[src/rtl/regfile_dump_reader.sv]
// Streams a contiguous register range out of the 32x32 register file over valid/ready.
// Drives the file's async read port from a registered pointer and registers each beat.
module regfile_dump_reader #(
    parameter int ADDR_W = 5,
    parameter int DATA_W = 32
) (
    input  logic              clk,
    input  logic              rst_n,
    input  logic              start,
    input  logic [ADDR_W-1:0] first_reg,
    input  logic [ADDR_W-1:0] last_reg,
    input  logic              abort,
    output logic [ADDR_W-1:0] rd_addr,
    input  logic [DATA_W-1:0] rd_data,
    output logic              out_valid,
    input  logic              out_ready,
    output logic [DATA_W-1:0] out_data,
    output logic [ADDR_W-1:0] out_addr,
    output logic              out_last,
    output logic              busy,
    output logic              done,
    output logic              err
);

    typedef enum logic [1:0] {
        ST_IDLE = 2'd0,
        ST_LOAD = 2'd1,
        ST_SEND = 2'd2
    } state_e;

    state_e r_state;
    state_e w_next_state;

    logic [ADDR_W-1:0] r_ptr;
    logic [ADDR_W-1:0] r_last_q;
    logic [DATA_W-1:0] r_out_data;
    logic [ADDR_W-1:0] r_out_addr;
    logic              r_out_last;
    logic              r_out_valid;
    logic              r_done;
    logic              r_err;

    logic w_fire;
    logic w_start_ok;
    logic w_start_bad;
    logic w_capture;
    logic w_finish;
    logic w_drop;

    assign w_fire = r_out_valid & out_ready;

    // State register
    always_ff @(posedge clk or negedge rst_n) begin
        if (!rst_n) begin
            r_state <= ST_IDLE;
        end else begin
            // NOTE: sequential state uses non-blocking assignments so every flop
            // samples pre-edge values regardless of process ordering.
            r_state <= w_next_state;
        end
    end

    // Next-state logic
    always_comb begin
        // NOTE: default first so every path assigns and no latch is inferred.
        w_next_state = r_state;
        case (r_state)
            ST_IDLE: begin
                if (start && (first_reg <= last_reg)) w_next_state = ST_LOAD;
            end
            ST_LOAD: begin
                w_next_state = abort ? ST_IDLE : ST_SEND;
            end
            ST_SEND: begin
                if (abort)                      w_next_state = ST_IDLE;
                else if (w_fire && r_out_last)  w_next_state = ST_IDLE;
            end
            default: w_next_state = ST_IDLE;
        endcase
    end

    // Output/datapath control decode; abort overrides any simultaneous fire
    always_comb begin
        w_start_ok  = 1'b0;
        w_start_bad = 1'b0;
        w_capture   = 1'b0;
        w_finish    = 1'b0;
        w_drop      = 1'b0;
        case (r_state)
            ST_IDLE: begin
                w_start_ok  = start && (first_reg <= last_reg);
                w_start_bad = start && (first_reg >  last_reg);
            end
            ST_LOAD: begin
                w_capture = !abort;
                w_drop    = abort;
            end
            ST_SEND: begin
                w_capture = !abort && w_fire && !r_out_last;
                w_finish  = !abort && w_fire &&  r_out_last;
                w_drop    = abort;
            end
            default: ;
        endcase
    end

    // Datapath: pointer, range bound and the registered output beat
    always_ff @(posedge clk or negedge rst_n) begin
        if (!rst_n) begin
            r_ptr       <= '0;
            r_last_q    <= '0;
            r_out_data  <= '0;
            r_out_addr  <= '0;
            r_out_last  <= 1'b0;
            r_out_valid <= 1'b0;
            r_done      <= 1'b0;
            r_err       <= 1'b0;
        end else begin
            r_done <= w_finish;
            r_err  <= w_start_bad;
            if (w_start_ok) begin
                r_ptr    <= first_reg;
                r_last_q <= last_reg;
            end
            if (w_capture) begin
                // Register sampled on this edge; later writebacks are not seen
                r_out_data  <= rd_data;
                r_out_addr  <= r_ptr;
                r_out_last  <= (r_ptr == r_last_q);
                r_out_valid <= 1'b1;
                r_ptr       <= r_ptr + 1'b1;
            end else if (w_finish || w_drop) begin
                r_out_valid <= 1'b0;
                r_out_last  <= 1'b0;
            end
        end
    end

    assign rd_addr   = r_ptr;
    assign out_valid = r_out_valid;
    assign out_data  = r_out_data;
    assign out_addr  = r_out_addr;
    assign out_last  = r_out_last;
    assign busy      = (r_state != ST_IDLE);
    assign done      = r_done;
    assign err       = r_err;

`ifndef SYNTHESIS
    // A presented beat may only be withdrawn by a fire, abort or reset
    a_valid_hold: assert property (@(posedge clk) disable iff (!rst_n)
        (r_out_valid && !out_ready && !abort) |=> r_out_valid);
`endif

endmodule

[config.mk]
export PLATFORM = sky130hd
export DESIGN_NAME = regfile_dump_reader
export DESIGN_NICKNAME = d
export VERILOG_FILES = /design/src/rtl/regfile_dump_reader.sv
export SDC_FILE = /design/constraint.sdc
export NUM_CORES = 1
export LEC_CHECK = 0
export CORE_MARGIN = 8
export CORE_UTILIZATION = 39
export CTS_CLUSTER_SIZE = 28
export DETAILED_ROUTE_END_ITERATION = 8
export PLACE_DENSITY = 0.79
export SLEW_MARGIN = 10
export SYNTH_ARGS = -nofsm -noshare
export SYNTH_HDL_FRONTEND = slang
export SYNTH_SLANG_ARGS = --single-unit
[constraint.sdc]
create_clock -name clk -period 1.7 [get_ports clk]
set_input_delay 0.255 -clock clk [delete_from_list [all_inputs] [get_ports clk]]
set_output_delay 0.255 -clock clk [all_outputs]
set_load 0.02 [all_outputs]
==> impl_metrics.csv <==
group,metric,value,unit
critical_path,cp-start-kind,"register",
floorplan,num_rows,28,
finish,stdcell_count,444,
synthesis,postSynth.asyncResetShare,1.00,
critical_path,r2r_end,"rd_addr[4]",
synthesis,yosysSeqAreaShare,0.561,
timing,max_slew_margin,0.793,
power,vdd_drop_max,0.00111,V
synthesis,synthesis.nets,314,
global_route,track_usage,0.146,
clock_network,worstSkewPairLatency,0.30,ns
critical_path,worstReg2RegStart,"r_state[1]",
floorplan,fp.dieW,93.8,µm
clock_network,cts_sinks,53,
finish,synthToLayoutAreaGrowth,61.5,%
clock_network,cts_tree,"built",
critical_path,crit_path_top_delay_cell,"dfrtp_1",
clock_network,clk_pin_slew,0.09,ns
finish,drive_above_1_share,0.165,
floorplan,die_y,93.8,µm
outcome,status,"finished, violations left",
timing,hold_viol_final,0,
finish,diodes,0,
critical_path,crit_buf_inv,2,
critical_path,cpPeakStageDelay,0.42,ns
finish,final_area,3820,µm²
routing,first_iter_violations,69,
clock_network,htree_levels,2,
hold_path,hold_depth,3,
global_route,grt_pass1_vias,2224,
synthesis,synth_ff_type,"dfrtp_1",
routing,ant_nets,0,
timing,slew_violations,0,
critical_path,cp_top_family,"flip-flops",
power,power_density,1640,nW/µm²
place,dp_hpwl,4780,µm
floorplan,io_pins,94,
finish,final_nets,425,
synthesis,ys_warn_count,0,
global_route,gr-total-overflow,0,
timing,setup_ws,-0.00339,ns
clock_network,clockBufferDepth,2,
global_route,top_usage_layer,"met2",
critical_path,end_kind,"register",
floorplan,die_area,8800,µm²
hold_path,hold_start,"last_reg[1]",
global_route,met3_usage,0.0496,
critical_path,cp_data_arrival_time,1.90,ns
routing,vias_per_cell,4.73,
global_route,grt_first_pass_wirelength,10600,µm
clock_network,clock-root-buffer,"clkbuf_8",
timing,timing.final.crit_share,1.00,
timing,tightestPinTransition,0.310,ns
routing,drt-wirelength-per-cell,14.7,µm
timing,period_needed,1.70,ns
routing,drt_wl_total,6520,µm
place,gp_congestion,0.793,
critical_path,ff2ff_path_depth,8,
critical_path,cp.required,1.89,ns
routing,firstDrtPassIters,4,
global_route,grt_antenna_before_repair,0,
outcome,violations,"negative setup slack",
power,power,6.27,mW
synthesis,avgSynthCellArea,9.16,µm²
clock_network,cts_buffers,5,
synthesis,ys_ff_latch,53,
floorplan,coreArea,5890,µm²
global_route,grt_max_degree,54,
timing,fin_worst_skew,0.00859,ns
place,place_area,3530,µm²
routing,via_count,2100,
hold_path,hold_class,"in2reg",
flow_run,max-cap-violations,0,
critical_path,reg2reg_slack,-0.003,ns
global_route,grt_use_met2,0.246,
synthesis,syn-cell-area,2360,µm²
timing,setup_violations,1,
synthesis,ys_types,30,
global_route,use_met1,0.176,
power,p_leak,1.81,nW
hold_path,min_to,"r_last_q[1]",
floorplan,start_util,0.401,
place,io_buffers,93,
synthesis,synth_edf_count,0,
critical_path,cp_cell_sequence,"inv_2 -> ha_4 -> nor2b_4 -> o21ai_4 -> buf_6 -> nor2_4 -> a21oi_2 -> o221a_2",
routing,drcViolationCount,0,
synthesis,syn_inst,258,
critical_path,critPathKind,"reg2reg",
timing,fmax,587,MHz
critical_path,cp_max_fo,7,
place,dp.cells,433,
## repair_timing
action / CTS / global route
resized for setup: 24 / 22
pin swaps: 8 / 7
hold endpoints to repair: 53 / 0
setup buffers: 2 / 1
hold buffers: 1 / 0
setup endpoints to repair: 50 / 42
## cell type report
cell class / instances / area (µm²)
fill: 488 / 2070
sequential: 53 / 1330
timing repair buffer: 114 / 1150
multi-input combinational: 185 / 1100
tap: 75 / 93.8
clock buffer: 5 / 68.8
inverter: 10 / 40.0
clock inverter: 2 / 35.0
## power breakdown
group / internal (mW) / total (mW) / switching, mW
combinational: 1.59 / 3.27 / 1.68
clock: 0.428 / 0.817 / 0.389
sequential: 1.81 / 2.18 / 0.374
## sequential cells by signal, indices dropped and copies added, names as in the netlist
register and count:
done 1, err 1, out_addr 5, out_data 32, out_last 1, out_valid 1, r_last_q 5, r_state 2
rd_addr 5
## worst min-delay path, delay by kind of cell
family / cells / cell delay [ns]
buffers and inverters: 2 / 0.31
AO/OA/AOI/OAI: 1 / 0.09
## cell families (layout without fill, tap and decap cells)
| kind of cell | after synthesis | after routing | share of synthesized area |
|---|---|---|---|
| compound gates | 25 | 25 | 0.0752 |
| xor+xnor | 5 | 5 | 0.0185 |
| fa+ha+maj | 9 | 9 | 0.0477 |
| buf+inv | 20 | 131 | 0.0376 |
| flops | 53 | 53 | 0.561 |
| mux | 3 | 3 | 0.0132 |
| simple gates | 143 | 143 | 0.246 |
## metal layers
layer,vias up,part of all wire
met3,5,0.077
met4,0,0.0066
li1,1045,-
met5,-,0
met1,985,0.42
met2,65,0.50
## worst max path at each step
| stage | endpoint | startpoint | cells after the start |
|---|---|---|---|
| CTS | rd_addr[4] | r_state[0] | 7 |
| finish | rd_addr[4] | r_state[1] | 8 |
| detailed placement | rd_addr[4] | last_reg[3] | 8 |
| global route | rd_addr[4] | r_state[1] | 8 |
| floorplan | rd_addr[0] | last_reg[3] | 8 |
| global placement | rd_addr[3] | last_reg[3] | 8 |
## layout by cell type, fill, tap and decap left out, types with 2 or more instances in the layout
cell	instances
buf_12	5
inv_1	3
dfrtp_1	53
buf_6	4
nand2_1	121
xor2_1	3
ha_1	2
xnor2_1	2
buf_4	11
nor2_1	3
and3_1	2
a21oi_2	4
clkdlybuf4s50_1	79
o221a_2	3
a21oi_1	5
nor2_4	2
nand2b_1	3
nand3_1	6
mux2i_1	2
o21ai_0	7
ha_4	6
inv_2	6
clkbuf_8	5
dlygate4sd2_1	12
## synth_stat cells, types with 2 or more instances
cell type / instances / share of area
dfrtp_1: 53 / 0.56
mux2i_1: 2 / 0.0085
xnor2_1: 2 / 0.0074
buf_2: 5 / 0.011
and3_1: 2 / 0.0053
o21ai_0: 7 / 0.015
a21oi_1: 9 / 0.019
xor2_1: 3 / 0.011
clkbuf_1: 4 / 0.0064
nand2_1: 121 / 0.19
nand2b_1: 3 / 0.0079
o221a_2: 3 / 0.014
nor2_1: 5 / 0.0079
inv_1: 9 / 0.014
nand3_1: 7 / 0.015
ha_1: 9 / 0.048
## stage by stage
stage	setup WS [ns]	util	setup TNS [ns]	hold slack, ns
4_1_cts	0.00767	0.631	0	0.380
3_3_place_gp	-0.457	0.599	-6.23	0.271
2_1_floorplan	0.0574	-	0	-0.0406
5_1_grt	-0.0645	0.648	-0.0808	0.393
6_report	-0.00339	0.648	-0.00339	0.408
3_5_place_dp	-0.501	0.599	-8.31	0.280
Power figures use the tool's default switching activity.
